$ cat src/rtl/mips_pc_pkg.sv
// rtl/mips_pc_pkg.sv - shared types, defaults and helpers for the PC sequencer
//
// Purpose: sequencer state enum, default reset vector and step size, and the
//          target alignment helper used on every loaded (non-sequential) PC.
// Ports:   none (package).

package mips_pc_pkg;

  typedef enum logic [1:0] {
    RUN    = 2'd0,
    PEND   = 2'd1,
    HALTED = 2'd2
  } pc_state_e;

  localparam logic [31:0] PC_RESET_VECTOR_DEFAULT = 32'h0000_0000;
  localparam int          PC_STEP_DEFAULT         = 4;
  localparam int          PC_ALIGN_BITS_DEFAULT   = 2;

  // Widest address the align helper handles; callers zero-extend into it and
  // truncate the result back to their own width.
  localparam int          PC_MAX_WIDTH            = 64;

  // Clears the low 'bits' address bits of a loaded target.
  function automatic logic [PC_MAX_WIDTH-1:0] pc_align(
    input logic [PC_MAX_WIDTH-1:0] addr,
    input int unsigned             bits
  );
    logic [PC_MAX_WIDTH-1:0] mask;
    mask = {PC_MAX_WIDTH{1'b1}} << bits;
    return addr & mask;
  endfunction

endpackage

$ cat src/rtl/pc_redirect_buffer.sv
// rtl/pc_redirect_buffer.sv - holds one redirect that arrived while fetch was stalled
//
// Purpose: single-entry pending redirect register. A capture overwrites any
//          older entry (only the newest redirect matters); clear drops it.
// Ports:
//   Clk            in   clock, posedge
//   Reset          in   synchronous active-high reset, empties the buffer
//   capture        in   load capture_target and mark valid
//   capture_target in   already-aligned redirect target
//   clear          in   invalidate the entry
//   pend_valid     out  an entry is held
//   pend_target    out  held target

module pc_redirect_buffer #(
  parameter int WIDTH = 32
) (
  input  logic             Clk,
  input  logic             Reset,
  input  logic             capture,
  input  logic [WIDTH-1:0] capture_target,
  input  logic             clear,
  output logic             pend_valid,
  output logic [WIDTH-1:0] pend_target
);

  logic             valid_q, valid_d;
  logic [WIDTH-1:0] target_q, target_d;

  always_comb begin
    valid_d  = valid_q;
    target_d = target_q;
    if (Reset) begin
      valid_d  = 1'b0;
      target_d = '0;
    end else if (capture) begin
      valid_d  = 1'b1;
      target_d = capture_target;
    end else if (clear) begin
      valid_d  = 1'b0;
    end
  end

  always_ff @(posedge Clk) begin
    valid_q  <= valid_d;
    target_q <= target_d;
  end

  assign pend_valid  = valid_q;
  assign pend_target = target_q;

endmodule

$ cat src/rtl/pc_sequencer.sv
// rtl/pc_sequencer.sv - program counter state and next-PC selection for the BTB-parallel fetch stage
//
// Purpose: owns the fetch PC. Next PC is chosen from, in priority order:
//          reset vector, unstalled EX redirect, buffered redirect, BTB
//          predicted target, sequential PC+STEP. Redirects seen during a
//          stall are buffered and applied the cycle after the stall drops.
//          A halt request parks fetch until the next redirect or reset.
// Ports:
//   Clk              in   clock, posedge
//   Reset            in   synchronous active-high reset
//   PCWrite_Disable  in   stall from hazard unit, 1 holds the PC
//   BtbHit           in   BTB hit (predicted taken) for PCResult
//   BtbTarget        in   predicted target for PCResult
//   Redirect         in   EX-stage mispredict / flush
//   RedirectTarget   in   corrected PC
//   HaltReq          in   stop fetching
//   PCResult         out  current fetch address (registered)
//   PCPlus4          out  PCResult + STEP, wraps
//   FetchValid       out  PCResult is a real fetch this cycle
//   PredTaken        out  next PC comes from BtbTarget
//   Halted           out  sequencer is halted
//   FetchCount       out  saturating count of valid fetches

module pc_sequencer
  import mips_pc_pkg::*;
#(
  parameter int               WIDTH        = 32,
  parameter logic [WIDTH-1:0] RESET_VECTOR = WIDTH'(PC_RESET_VECTOR_DEFAULT),
  parameter int               STEP         = PC_STEP_DEFAULT,
  parameter int               ALIGN_BITS   = PC_ALIGN_BITS_DEFAULT,
  parameter int               CNT_WIDTH    = 32
) (
  input  logic                 Clk,
  input  logic                 Reset,
  input  logic                 PCWrite_Disable,
  input  logic                 BtbHit,
  input  logic [WIDTH-1:0]     BtbTarget,
  input  logic                 Redirect,
  input  logic [WIDTH-1:0]     RedirectTarget,
  input  logic                 HaltReq,
  output logic [WIDTH-1:0]     PCResult,
  output logic [WIDTH-1:0]     PCPlus4,
  output logic                 FetchValid,
  output logic                 PredTaken,
  output logic                 Halted,
  output logic [CNT_WIDTH-1:0] FetchCount
);

  pc_state_e            state_q, state_d;
  logic [WIDTH-1:0]     pc_q, pc_d;
  logic [CNT_WIDTH-1:0] cnt_q, cnt_d;

  logic                 buf_capture;
  logic                 buf_clear;
  logic                 pend_valid;
  logic [WIDTH-1:0]     pend_target;

  logic [WIDTH-1:0]     redirect_aligned;
  logic [WIDTH-1:0]     btb_aligned;
  logic [WIDTH-1:0]     pc_seq;

  assign redirect_aligned = WIDTH'(pc_align(PC_MAX_WIDTH'(RedirectTarget), ALIGN_BITS));
  assign btb_aligned      = WIDTH'(pc_align(PC_MAX_WIDTH'(BtbTarget), ALIGN_BITS));
  assign pc_seq           = pc_q + WIDTH'(STEP);

  pc_redirect_buffer #(
    .WIDTH(WIDTH)
  ) u_redirect_buffer (
    .Clk           (Clk),
    .Reset         (Reset),
    .capture       (buf_capture),
    .capture_target(redirect_aligned),
    .clear         (buf_clear),
    .pend_valid    (pend_valid),
    .pend_target   (pend_target)
  );

  // State / PC register.
  always_ff @(posedge Clk) begin
    state_q <= state_d;
    pc_q    <= pc_d;
    cnt_q   <= cnt_d;
  end

  // Next-state and next-PC selection; first matching rule wins.
  always_comb begin
    state_d     = state_q;
    pc_d        = pc_q;
    buf_capture = 1'b0;
    buf_clear   = 1'b0;
    if (Reset) begin
      state_d = RUN;
      pc_d    = RESET_VECTOR;
    end else if (Redirect && !PCWrite_Disable) begin
      // A fresh unstalled redirect supersedes anything buffered or a halt.
      state_d   = RUN;
      pc_d      = redirect_aligned;
      buf_clear = 1'b1;
    end else if (Redirect) begin
      state_d     = PEND;
      buf_capture = 1'b1;
    end else if (PCWrite_Disable) begin
      state_d = state_q;
    end else if (state_q == PEND && pend_valid) begin
      state_d   = RUN;
      pc_d      = pend_target;
      buf_clear = 1'b1;
    end else if (state_q == HALTED) begin
      state_d = HALTED;
    end else if (state_q == RUN && HaltReq) begin
      state_d = HALTED;
    end else if (BtbHit) begin
      pc_d = btb_aligned;
    end else begin
      pc_d = pc_seq;
    end
  end

  // Outputs derived from state and current inputs.
  always_comb begin
    FetchValid = (state_q == RUN) && !PCWrite_Disable;
    PredTaken  = FetchValid && BtbHit && !Redirect;
    Halted     = (state_q == HALTED);
  end

  // Fetch counter sticks at all-ones instead of wrapping.
  always_comb begin
    cnt_d = cnt_q;
    if (Reset) begin
      cnt_d = '0;
    end else if (FetchValid && (cnt_q != {CNT_WIDTH{1'b1}})) begin
      cnt_d = cnt_q + CNT_WIDTH'(1);
    end
  end

  assign PCResult   = pc_q;
  assign PCPlus4    = pc_seq;
  assign FetchCount = cnt_q;

endmodule

$ cat config.mk
export PLATFORM = sky130hd
export DESIGN_NAME = pc_sequencer
export DESIGN_NICKNAME = d
export VERILOG_FILES = /design/src/rtl/mips_pc_pkg.sv /design/src/rtl/pc_redirect_buffer.sv /design/src/rtl/pc_sequencer.sv
export SDC_FILE = /design/constraint.sdc
export NUM_CORES = 1
export LEC_CHECK = 0
export ABC_CLOCK_PERIOD_IN_PS = 1890
export CAP_MARGIN = 10
export CELL_PAD_IN_SITES_DETAIL_PLACEMENT = 0
export CELL_PAD_IN_SITES_GLOBAL_PLACEMENT = 1
export CORE_MARGIN = 2
export CORE_UTILIZATION = 31
export DETAILED_ROUTE_END_ITERATION = 6
export PLACE_DENSITY_LB_ADDON = 0.1
export SYNTH_ARGS = -nofsm -noshare
export SYNTH_HDL_FRONTEND = slang
export SYNTH_SLANG_ARGS = --single-unit
$ cat constraint.sdc
create_clock -name Clk -period 1.89 [get_ports Clk]
set_input_delay 0.189 -clock Clk [delete_from_list [all_inputs] [get_ports Clk]]
set_output_delay 0.189 -clock Clk [all_outputs]
set_load 0.02 [all_outputs]
==> Word-level counts from Yosys, hierarchy flattened <==
Index checks and enable logic that the tools add are counted.
{ "word_totals": {"rom_bits": 0, "regBits": 97, "n_memories": 0, "mem_bits_rw": 0, "elab_cells": 62, "output_inout_bits": 99, "latchBits": 0} }
{ "op_classes": {"reduce_logical": 19, "mul": 0, "muxes": 22, "n_bitwise": 2, "n_div": 0, "n_eq_ne": 10, "n_addsub": 2, "order_cmp": 0, "n_shift": 0} }
{ "op_table": {"columns": ["cell", "n"], "rows": [
  ["2-to-1 mux 32 bit", 7],
  ["adder 32 x 1 -> 32 bit (second input constant)", 1],
  ["adder 32 x 3 -> 32 bit (second input constant)", 1],
  ["inequality test 32 bit (second input constant)", 1],
  ["2-to-1 mux 1 bit", 12],
  ["inequality test 2 x 1 -> 1 bit (second input constant)", 4],
  ["AND reduction 4 bit", 2],
  ["logical AND 1 bit", 7],
  ["2-to-1 mux 2 bit", 3],
  ["AND reduction 2 bit", 2],
  ["nonzero test 4 bit", 1],
  ["inequality test 3 x 1 -> 1 bit (second input constant)", 1],
  ["inequality test 3 bit (second input constant)", 1],
  ["nonzero test 3 bit", 1],
  ["OR reduction 3 bit", 1],
  ["== test 2 x 1 -> 1 bit (second input constant)", 1],
  ["== test 2 bit (second input constant)", 1],
  ["zero test 1 bit", 2],
  ["zero test 2 bit", 1],
  ["inequality test 2 bit (second input constant)", 1],
  ["inverter 1 bit", 2],
  ["nonzero test 2 bit", 1],
  ["OR reduction 2 bit", 1]
]} }

==> Longest topological paths before layout <==
{ "logic_depth": {"word_depth": 9, "ltp_mapped": 8} }

==> Cells and area by module <==
From an unflattened synthesis, not the netlist that was laid out.
{ "unflattened": {"cells_unflattened": 635, "hier_area_um2": 5420.2} }
{ "modules_own_cells": {"columns": ["mod", "instances", "area_each_um2", "cells_each", "seq_area_each_um2"], "rows": [
  ["pc_sequencer", 1, 4215.3, 527, 1321.3],
  ["pc_redirect_buffer", 1, 1204.9, 108, 660.6]
]} }

==> Worst setup path after synthesis <==
Ideal clock, no wire load.
{ "synth_path": {"path_kind": "register -> register", "from": "register pc_q[6], in the netlist PCResult[6]", "to": "register pc_q[27], in the netlist PCResult[27]", "required_time_ns": 1.819, "synth_period_minus_slack_ns": 2.347, "t_arrival_ns": 2.276, "setup_slack_ns": -0.457, "stages_incl_launch_ff": 8, "cell_sequence": "dfxtp_1 clkbuf_1 nand4_1 or4_1 clkbuf_1 nor3_1 xor2_1 o2bb2ai_1"} }
{ "synth_between": {"elab_chain_len": 8} }
{ "synth_lines": {"columns": ["item", "line_no", "source"], "rows": [
  ["from (decl)", "pc_sequencer.sv:50", "logic [WIDTH-1:0] pc_q, pc_d;"],
  ["from (signal assigned)", "pc_sequencer.sv:81", "pc_q <= pc_d;"],
  ["adder 32 x 3 -> 32 bit", "pc_sequencer.sv:64", "assign pc_seq = pc_q + WIDTH'(STEP);"],
  ["via PCPlus4[27]", "pc_sequencer.sv:42", "output logic [WIDTH-1:0] PCPlus4,"],
  ["2-to-1 mux 32 bit", "pc_sequencer.sv:112", "end else if (BtbHit) begin"],
  ["2-to-1 mux 32 bit", "pc_sequencer.sv:110", "end else if (state_q == RUN && HaltReq) begin"],
  ["2-to-1 mux 32 bit", "pc_sequencer.sv:108", "end else if (state_q == HALTED) begin"],
  ["2-to-1 mux 32 bit", "pc_sequencer.sv:104", "end else if (state_q == PEND && pend_valid) begin"],
  ["2-to-1 mux 32 bit", "pc_sequencer.sv:102", "end else if (PCWrite_Disable) begin"],
  ["2-to-1 mux 32 bit", "pc_sequencer.sv:99", "end else if (Redirect) begin"],
  ["2-to-1 mux 32 bit", "pc_sequencer.sv:94", "end else if (Redirect && !PCWrite_Disable) begin"]
]} }
The timed path passes the listed nets, and every way through them passes these cells. The select of a mux whose other input is x is not followed.
A chain may end at the register's enable or synchronous reset.

==> Final worst setup path <==
{ "layout_path": {"from": "register pc_q[13], in the netlist PCResult[13]", "to": "output port PCPlus4[25]"} }
{ "layout_between": {"elab_chain_len": 1} }
{ "layout_lines": {"columns": ["item", "line_no"], "rows": [
  ["adder 32 x 3 -> 32 bit", "pc_sequencer.sv:64"],
  ["to (decl)", "pc_sequencer.sv:42"]
]} }
Every way passes these cells.

==> results by group <==
Detailed routing
  – Drt drc: 0
  – WL final: 23.8 mm
  – Avg Vias per Cell: 5.47
  – Remaining antenna violation count: 0
  – Post-DR wirelength/cell: 18.7 um
  – Number of detailed-route iterations in the first pass: 5
  – 1st-iter DRT viols: 327
  – Via count: 6966

Synthesis
  – Synthesis-stage register bit count: 97
  – Post-Syn Instances: 707
  – Synth Area in XOR/XNOR: 0.0455
  – Mapped Avg Cell Area: 7.90 um^2
  – Largest family of logic cells by synthesized area: simple AND/OR/NAND/NOR gates
  – Synthesized area: 5590 um^2
  – Top FF cell, synth: dfxtp_1
  – Async SR Flop Fraction: 0
  – Multiplexer share of the synthesized area: 0.0323
  – Warnings from Yosys: 0
  – Post-synth EDFFs: 0
  – Post-synthesis compound-gate area fraction: 0.233
  – Register area share after synthesis: 0.348
  – Syn nets: 780
  – Synth unique cells: 70
  – Synth Area in Adders: 0.00672
  – Synth Area in Simple Gates: 0.279

Outcome
  – Outcome: finished, violations left
  – Failing checks: setup timing

Placement
  – Post-DP HPWL: 16.4 mm
  – GPL Wtd Cong: 0.880
  – Placed insts: 1212
  – PortBufs: 164

Cells and area
  – Share of cells above drive strength 1: 0.387
  – Final net count: 1112
  – Commonest non-fill, non-tap cells in the layout: 186 x buf_4, 130 x clkdlybuf4s50_1, 94 x nand2_1
  – Final Non-Filler Cells: 1274
  – Footprint of the multi-input gates: 4070 um^2
  – Final core utilization: 0.568
  – Area added between synthesis and finish: 81.4%
  – Commonest non-fill, non-tap cell in the layout: buf_4
  – Fillers: 1611
  – Register area: 2020 um^2

Global routing
  – Vias in the first global route: 6806
  – GRT Util Overall: 0.235
  – Initial antenna violation count: 1
  – GRT overflow: 0
  – First-pass GRT wire length: 36.5 mm
  – Largest net degree at the start of global routing: 62

Flow run
  – Number of max-cap violations: 0

STA
  – RSZ-0062 raised after global routing: true
  – Slew Viols, Final: 0
  – Tmin final: 2320 ps
  – Normalized max-slew margin: 0.474
  – Final worst-path cycle share: 1.23
  – Fin. Hold Viols: 0
  – Setup Viol. Count Final: 39
  – Worst slew pin tran: 788 ps
  – Final Worst Setup Slack: -426 ps
  – Worst Clk Skew: 8.66 ps
  – Hold WS: 266 ps
  – Highest Clock Rate: 432 MHz

Floorplanning
  – Ports: 169
  – Die extent in y: 138 um
  – Die Wd: 138 um
  – Die area: 19100 um^2
  – Core area: 17800 um^2
  – Initial Util: 0.313
  – Site Rows: 49

Hold path
  – Worst hold path class: in2reg

Setup path
  – Crit end category: primary output
  – CP peak stage delay: 620 ps
  – Critical Path RT: 1700 ps
  – CP Launch Type: flop
  – Slowest stage cell, crit path: or4_4
  – Cell family with most CP delay: simple AND/OR/NAND/NOR gates
  – CP max FO: 5
  – CP Buf/Inv Count: 1
  – Worst path cell trace: nand4_4, or4_4, o31a_1, or2_4, buf_6
  – Crit Path Category: reg2out
  – WP data arrival: 2130 ps

Clock network
  – Hold buffers post-CTS: 0
  – Maximum clock path buffer count: 2
  – Reg clk slew, reported paths: 70 ps
  – H-tree lvl count: 3
  – CTS tree: built
  – Sink Count: 97
  – Root Driver: clkbuf_16
  – Clk_lat worst skew: 350 ps
  – Total CTS buffers: 9

Power
  – Comb power frac: 0.227
  – VDD IR max: 0.437 mV
  – Switching Share: 0.278
  – Power Dens Cells: 530 nW/um^2
  – Sw Pwr: 0.00149 W
  – Pint: 0.00388 W
  – Leak pwr: 4.02 nW
  – Clock power frac: 0.364
  – Seq pwr share: 0.409
-- registers in the layout, summed over array words and instances, names as in the netlist --
name	cells
PCResult	32
u_redirect_buffer.pend_target	30
state_q	2
FetchCount	32
u_redirect_buffer.pend_valid	1
-- worst paths after layout --
path | from | end | slack (ps) | cells after the start
hold / removal | Reset | u_redirect_buffer.pend_target[31]$_SDFFE_PP0P_ | 270 | 4
setup / recovery | PCResult[13]$_SDFFE_PP0P_ | PCPlus4[25] | -430 | 5
hold reg to reg | u_redirect_buffer.pend_target[16]$_SDFFE_PP0P_ | u_redirect_buffer.pend_target[16]$_SDFFE_PP0P_ | 460 | 2
setup reg to reg | PCResult[13]$_SDFFE_PP0P_ | PCResult[27]$_SDFFE_PP0P_ | -280 | 9
-- kinds of logic (layout without fill, tap and decap cells) --
kind of cell / after synthesis / after routing
compound gates: 191 / 192
xor+xnor: 29 / 29
fa+ha+maj: 3 / 3
buf+inv: 72 / 408
flops: 97 / 97
mux: 17 / 17
other cells: 0 / 1
simple gates: 298 / 298
-- per-layer routing --
| metal | share of wire | vias up | GRT usage |
|---|---|---|---|
| met1 | 0.45 | 3393 | 0.317 |
| met3 | 0.067 | 28 | 0.0440 |
| met2 | 0.47 | 258 | 0.384 |
| met5 | 0 | - | 0 |
| met4 | 0.015 | 0 | 0.0709 |
| li1 | - | 3287 | - |
-- timing repair --
| item | in CTS | in global routing |
|---|---|---|
| gates cloned | 2 | 1 |
| gates resized for setup | 218 | 100 |
| buffers inserted | 22 | 27 |
| pin swaps | 26 | 59 |
| setup endpoints to repair | 70 | 80 |
-- worst register-to-register path: stages, from the launching register on --
cell	delay (ps)
dfxtp_4	360
nand4_4	120
or4_4	620
buf_4	180
nor3_4	150
xor2_2	110
buf_4	140
buf_4	120
buf_4	120
o2bb2ai_1	110
-- synthesized netlist by cell type (all sizes together) (4+ instances only) --
cell,number,share of area
mux2,8,0.016
a221o,7,0.013
o31ai,17,0.023
nor3,11,0.0099
a22oi,19,0.026
o2bb2ai,4,0.0063
nand4,21,0.026
a221oi,10,0.016
o211ai,8,0.012
a211oi,5,0.0067
clkbuf,42,0.028
nor4,11,0.018
or3,8,0.0090
a31oi,6,0.0067
o21a,7,0.0094
xnor2,15,0.024
xor2,14,0.022
or2,9,0.010
and3,10,0.011
buf,11,0.014
mux2i,9,0.016
or4,14,0.019
nand2,98,0.066
inv,18,0.012
dfxtp,97,0.35
nand3,31,0.028
nor2b,4,0.0045
o221ai,4,0.0063
nor2,52,0.035
nand2b,6,0.0067
a21oi,31,0.028
and4,7,0.011
o21ai,48,0.043
-- power by group through the flow --
stage                     Sequential, W  Clock [W]  Combinational [W]
after floorplan                 0.00230          0           0.000430
after global placement          0.00223          0            0.00109
after detailed placement        0.00223          0            0.00110
after CTS                       0.00219    0.00200            0.00115
after global routing            0.00221    0.00208            0.00129
final                           0.00220    0.00195            0.00122
-- layout make-up --
class	count	area share
inverter	19	0.00716
tap	229	0.0283
clock buffer	14	0.0271
clock inverter	2	0.00346
timing repair buffer	373	0.333
multi-input combinational	539	0.402
sequential	97	0.199
antenna	1	0.000247
-- metrics by stage --
step                power (W)  setup TNS [ps]  area [um^2]  setup WS, ps
finish                0.00537           -6990        10100          -426
global route          0.00558          -10560        10100          -476
CTS                   0.00534           -6200         9550          -418
detailed placement    0.00333          -24500         8780          -619
global placement      0.00332          -23610         8780          -607
floorplan             0.00273           -2170         5860          -239
(Power assumes the default switching activity.)
